==> src/rtl/program_scheduler.sv <==
// Round-robin multiprogramming scheduler: keeps a PC per program slot, counts an
// instruction quantum and drives the CPU PC reload when the running program is switched.
module program_scheduler #(
  parameter int N_PROG          = 4,
  parameter int PC_W            = 32,
  parameter int Q_W             = 16,
  parameter int DEFAULT_QUANTUM = 100,
  localparam int ID_W           = $clog2(N_PROG)
) (
  input  logic              clock,
  input  logic              reset,
  input  logic              start,
  input  logic              base_we,
  input  logic [ID_W-1:0]   base_idx,
  input  logic [PC_W-1:0]   base_pc,
  input  logic              quantum_we,
  input  logic [Q_W-1:0]    quantum_in,
  input  logic              instr_step,
  input  logic [PC_W-1:0]   pc_now,
  input  logic              yield,
  input  logic              end_prog,
  output logic              hold,
  output logic              pc_load_en,
  output logic [PC_W-1:0]   pc_load_val,
  output logic              change_program,
  output logic [ID_W-1:0]   cur_prog,
  output logic [N_PROG-1:0] active_mask,
  output logic [Q_W-1:0]    quantum_left,
  output logic              all_done,
  output logic [2:0]        state_dbg
);

  typedef enum logic [2:0] {
    IDLE   = 3'd0,
    SELECT = 3'd1,
    LOAD   = 3'd2,
    RUN    = 3'd3,
    SAVE   = 3'd4,
    DONE   = 3'd5
  } state_t;

  state_t            state;
  logic [PC_W-1:0]   tab [N_PROG];
  logic [Q_W-1:0]    quantum_reg;
  logic [ID_W-1:0]   sel;
  logic              first_pick;
  logic              found;
  logic [ID_W-1:0]   found_idx;
  logic              base_ok;

  assign state_dbg = state;
  assign base_ok   = base_we && (int'(base_idx) < N_PROG);

  // Search order starts after cur_prog and wraps, cur_prog itself last; the very first
  // pick after start behaves as if slot N_PROG-1 had been running, so slot 0 comes first.
  always_comb begin
    int base_i;
    int j;
    logic [ID_W-1:0] jj;
    found     = 1'b0;
    found_idx = '0;
    base_i    = first_pick ? N_PROG - 1 : int'(cur_prog);
    j         = 0;
    jj        = '0;
    for (int k = N_PROG; k >= 1; k--) begin
      j = base_i + k;
      if (j >= N_PROG) j = j - N_PROG;
      jj = ID_W'(j);
      if (active_mask[jj]) begin
        found     = 1'b1;
        found_idx = jj;
      end
    end
  end

  always_ff @(posedge clock) begin
    if (reset) begin
      state          <= IDLE;
      for (int i = 0; i < N_PROG; i++) tab[i] <= '0;
      quantum_reg    <= Q_W'(DEFAULT_QUANTUM);
      quantum_left   <= '0;
      sel            <= '0;
      cur_prog       <= '0;
      first_pick     <= 1'b0;
      active_mask    <= '0;
      hold           <= 1'b0;
      pc_load_en     <= 1'b0;
      pc_load_val    <= '0;
      change_program <= 1'b0;
      all_done       <= 1'b0;
    end else begin
      pc_load_en     <= 1'b0;
      change_program <= 1'b0;
      case (state)
        IDLE: begin
          if (start && |active_mask) begin
            state      <= SELECT;
            hold       <= 1'b1;
            first_pick <= 1'b1;
          end
        end
        SELECT: begin
          first_pick <= 1'b0;
          if (found) begin
            state          <= LOAD;
            sel            <= found_idx;
            pc_load_en     <= 1'b1;
            change_program <= 1'b1;
            pc_load_val    <= tab[found_idx];
          end else begin
            state    <= DONE;
            hold     <= 1'b0;
            all_done <= 1'b1;
          end
        end
        LOAD: begin
          cur_prog     <= sel;
          quantum_left <= quantum_reg;
          state        <= RUN;
          hold         <= 1'b0;
        end
        RUN: begin
          if (instr_step && quantum_left != '0) quantum_left <= quantum_left - 1'b1;
          // A zero quantum never reaches 1, so preemption is disabled without a separate flag.
          if (end_prog) begin
            active_mask[cur_prog] <= 1'b0;
            state                 <= SELECT;
            hold                  <= 1'b1;
          end else if (yield || (instr_step && quantum_left == Q_W'(1))) begin
            state <= SAVE;
            hold  <= 1'b1;
          end
        end
        SAVE: begin
          tab[cur_prog] <= pc_now;
          state         <= SELECT;
        end
        DONE: begin
          if (base_ok) begin
            state    <= IDLE;
            all_done <= 1'b0;
          end
        end
        default: begin
          state <= IDLE;
          hold  <= 1'b0;
        end
      endcase
      if (quantum_we) quantum_reg <= quantum_in;
      // Placed last so a same-cycle slot write beats both the SAVE and the end_prog clear.
      if (base_ok) begin
        tab[base_idx]         <= base_pc;
        active_mask[base_idx] <= 1'b1;
      end
    end
  end

endmodule

==> config.mk <==
export PLATFORM = sky130hd
export DESIGN_NAME = program_scheduler
export DESIGN_NICKNAME = d
export VERILOG_FILES = /design/src/rtl/program_scheduler.sv
export SDC_FILE = /design/constraint.sdc
export NUM_CORES = 1
export LEC_CHECK = 0
export CAP_MARGIN = 20
export CORE_MARGIN = 2
export CORE_UTILIZATION = 50
export CTS_CLUSTER_SIZE = 8
export DETAILED_ROUTE_END_ITERATION = 10
export PLACE_DENSITY_LB_ADDON = 0.15
export SETUP_SLACK_MARGIN = 0.05
export SLEW_MARGIN = 20
export SYNTH_ARGS = -nofsm -noshare
export SYNTH_HDL_FRONTEND = slang
export SYNTH_SLANG_ARGS = --single-unit
==> constraint.sdc <==
create_clock -name clock -period 3.33 [get_ports clock]
set_clock_uncertainty 0.15 [all_clocks]
set_input_delay 0.4995 -clock clock [delete_from_list [all_inputs] [get_ports clock]]
set_output_delay 0.4995 -clock clock [all_outputs]
set_load 0.1 [all_outputs]
==> results_tabular.tex <==
\begin{tabular}{lr}
\hline
Metric & Value \\
\hline
\multicolumn{2}{l}{\textbf{Finish}} \\
Count of antenna diodes in the layout & 0 \\
Final Net Count & between 1000 and 1500 \\
Registers with the most flip-flops & tab: 128 flops, pc\_load\_val: 32 flops \\
Biggest register & tab \\
Syn-to-layout area delta & 24.9\% \\
Max FFs per register & roughly 130 \\
Non-Filler Instances & 1369 \\
Total of fill cells in the finished design & between 1500 and 2000 \\
Proportion of layout cells with a drive suffix above 1 & 15.0\% \\
Post-route design area & roughly 13000 um2 \\
\multicolumn{2}{l}{\textbf{Worst setup path}} \\
Crit-path slowest cell & dfxtp\_1 \\
Number of buffer and inverter instances along the worst setup path & 0 \\
Worst Path Required & 3.58 ns \\
Maximum fanout along the worst path & 17 \\
Dominant delay contributor by cell family on the critical path & compound AO/OA/AOI/OAI gates \\
Largest incremental delay on the critical path & 0.59 ns \\
Signal arrival time at the worst endpoint & around 3.3 ns \\
Setup crit start kind & register \\
Crit-path cells & xor2\_1 -> a221oi\_2 -> o211a\_1 -> nand2\_1 -> o221ai\_1 -> a211oi\_1 \\
Worst setup slack for register-to-register paths & 0.32 ns \\
Type of element capturing the critical path & register \\
Category of the critical setup timing path & reg2reg \\
\multicolumn{2}{l}{\textbf{Routing}} \\
First DRT Iteration DRCs & slightly below 600 \\
Remaining antenna violation count after routing & 0 \\
TritonRoute pass-1 iters & 7 \\
Drc violations & 0 \\
Routed via count divided by cell count & $\sim$6.3 \\
WL final & a little under 30 mm \\
WL per Instance & 21.7 um \\
Total vias in the final route & around 8600 \\
\multicolumn{2}{l}{\textbf{CTS}} \\
Register clock-pin slew on the reported worst setup and hold paths & roughly 0.050 ns \\
Depth of the CTS H-tree & 1 \\
Buffers from clock root to sink, at most & 3 \\
TritonCTS clock tree & yes \\
CTS sink cnt & about 210 \\
Clock latency of the later-clocked register in the worst-skew pair & 0.54 ns \\
Post-CTS setup-driven buffer insertion count & 0 \\
Quantity of gates resized following cts & 0 \\
Clock root buffer master & clkbuf\_16 \\
TritonCTS Buffers & 29 \\
CTS hold repair buffers & 0 \\
\multicolumn{2}{l}{\textbf{Logic synthesis}} \\
Syn Area/Cell & about 11 um2 \\
Area of the mapped netlist & 10300 um2 \\
Portion of the post-synthesis area used by sequential elements & 52.9\% \\
Async S/R FF share, synth & 0\% \\
Number of distinct standard cells referenced by the synthesized netlist & 60 \\
Post-synthesis register bit count & slightly above 200 \\
Net count of the mapped netlist & a little over 1000 \\
EDFF count, synth & 128 \\
Synth Instances & about 940 \\
Most common flop cell mapped by yosys & edfxtp\_1 \\
Number of warning messages in the yosys log & 0 \\
\multicolumn{2}{l}{\textbf{Floorplanning}} \\
Cell row count & 52 \\
Chip Width & 147 um \\
Top-level I/O count & $\sim$150 \\
Effective utilization at floorplan & about half \\
Die footprint & 21700 um2 \\
Total core area & between 20000 and 25000 um2 \\
Die Y & between 100 and 150 um \\
\multicolumn{2}{l}{\textbf{Run status}} \\
Result of the run & finished, final reports clean \\
\multicolumn{2}{l}{\textbf{Global route}} \\
Initial antenna violation count & 0 \\
Wire length of the first global-routing pass & between 40 and 50 mm \\
Met2 layer usage reported by global route & between 40 and 50\% \\
Met3 global-route usage & 4.25\% \\
Met1 track demand over resource in global routing & between 30\% and 40\% \\
Vias in the first global route & between 8000 and 9000 \\
Highest-utilization routing layer at the global route stage & met2 \\
Pin count of the biggest net entering global routing & 46 \\
All-layer global routing usage & between 20\% and 30\% \\
GRT overflow & 0 \\
\multicolumn{2}{l}{\textbf{Timing}} \\
Period Utilization, post-route & about 90\% \\
Relative slew margins & $\sim$28\% \\
Worst-case setup margin in the final layout & 0.324 ns \\
Top achievable clock speed & $\sim$330 MHz \\
Final setup violating endpoints & 0 \\
Transition time at the pin with the least slew margin & 1.08 ns \\
Final-report max-slew violation count & 0 \\
Sum of negative setup slack & 0 ns \\
Time the worst path needs with I/O delays and setup & $\sim$3.0 ns \\
Unrepaired setup endpoints after global routing & false \\
Min Hold Slack & roughly 0.3 ns \\
Final number of hold-violating endpoints & 0 \\
\multicolumn{2}{l}{\textbf{Placement}} \\
Worst slack, placed & between 0.2 and 0.3 ns \\
Placement Cell Area & between 10000 and 15000 um2 \\
GPL Wtd Cong & 0.860 \\
Port Buffer Count & 150 \\
Cell total after placement & 1317 \\
Placed wire-length estimate & between 15 and 20 mm \\
\multicolumn{2}{l}{\textbf{Power and ir drop}} \\
Power density over the cells & 610 nW/um2 \\
Cell leakage power & between 0.004 and 0.005 uW \\
Peak supply drop & 0.409 mV \\
\multicolumn{2}{l}{\textbf{Job}} \\
Number of max-capacitance violations reported & 0 \\
\multicolumn{2}{l}{\textbf{Min path}} \\
Kind of path behind the tightest hold check & reg2reg \\
\hline
\end{tabular}
worst paths after layout:
| check | depth (start not counted) | start | endpoint |
|---|---|---|---|
| worst max-delay path | 6 | cur_prog[1] | pc_load_val[9] |
| worst min-delay path | 2 | sel[1] | sel[1] |
| worst max register to register | 6 | cur_prog[1] | pc_load_val[9] |
| worst min register to register | 2 | sel[1] | sel[1] |
power breakdown:
part	switching (uW)	internal, uW
logic	1410	633
registers	138	2950
clock network	1070	1620
total	2610	5200
worst reg2reg max path, stage by stage, from the launching register on:
cell and delay (ns):
dfxtp_1 0.59, xor2_1 0.17, a221oi_2 0.33, o211a_1 0.47, nand2_1 0.55, o221ai_1 0.49, a211oi_1 0.13
cells by family after synthesis:
family                     count (synthesis)  share of synthesized area, %
AOI/OAI and AO/OA                        312                          24.5
xor gates and xnor gates                   1                        0.0854
adders and majority gates                  3                         0.366
buffers and inverters                     97                          4.10
DFF                                      207                          52.9
muxes                                     50                          5.05
and+or+nand+nor                          272                          13.0
stage by stage:
stage               power, uW  utilization (%)
global route             8080             63.5
floorplan                4520                -
CTS                      7820             63.5
detailed placement       5160             59.5
finish                   7810             63.5
global placement         5140             59.5
layer usage:
metal	routed length [um]	part of all wire (%)
met1	12700	43
met2	13900	47
met3	2430	8.2
met4	733	2.5
met5	0	0
synth_stat cells (all sizes together), types with 2 or more instances:
| cell | count | area, um2 |
|---|---|---|
| a22o | 129 | 1130 |
| edfxtp | 128 | 3840 |
| dfxtp | 79 | 1580 |
| nand2 | 72 | 270 |
| clkbuf | 66 | 249 |
| nor2 | 57 | 216 |
| nor3 | 51 | 255 |
| mux2i | 49 | 503 |
| a21oi | 48 | 244 |
| and3 | 36 | 225 |
| o21ai | 32 | 160 |
| or3 | 22 | 138 |
| buf | 20 | 130 |
| a211oi | 19 | 143 |
| o221ai | 18 | 158 |
| a2111oi | 17 | 236 |
| a311o | 15 | 150 |
| inv | 10 | 37.5 |
| nand3 | 7 | 35.0 |
| nand2b | 6 | 37.5 |
| o211ai | 5 | 37.5 |
| nor3b | 4 | 30.0 |
| o32ai | 4 | 35.0 |
| or2 | 4 | 25.0 |
| a31oi | 3 | 18.8 |
| a41oi | 3 | 26.3 |
| ha | 3 | 37.5 |
| nor2b | 3 | 18.8 |
| nor4 | 3 | 33.8 |
| o21a | 3 | 22.5 |
| o31ai | 3 | 22.5 |
| a221oi | 2 | 30.0 |
| a31o | 2 | 17.5 |
| nand4 | 2 | 12.5 |
| o41ai | 2 | 17.5 |
| or4 | 2 | 15.0 |
layout make-up:
cell class              count  area, um2  area share (%)
flip-flops and latches    207       5430            42.3
multi-input cells         638       4470            34.9
repair buffers            191       1720            13.5
clock buffers              51        808            6.31
well taps                 270        338            2.64
inverters                  11       41.3           0.322
clock inverters             1       8.76          0.0683
cells in the final DEF, fill, tap and decap left out, drive strengths merged, types with 4 or more instances in the layout:
master / Yosys / layout
a2111oi: 17 / 17
a211oi: 19 / 19
a21oi: 48 / 48
a22o: 129 / 129
a311o: 15 / 15
and3: 36 / 36
buf: 20 / 100
clkbuf: 66 / 51
clkdlybuf4s50: 0 / 91
dfxtp: 79 / 79
edfxtp: 128 / 128
inv: 10 / 11
mux2i: 49 / 49
nand2: 72 / 72
nand2b: 6 / 6
nand3: 7 / 7
nor2: 57 / 57
nor3: 51 / 51
nor3b: 4 / 4
o211ai: 5 / 5
o21ai: 32 / 32
o221ai: 18 / 18
o32ai: 4 / 4
or2: 4 / 4
or3: 22 / 22
Note: power is estimated with default switching activity, not from simulation.
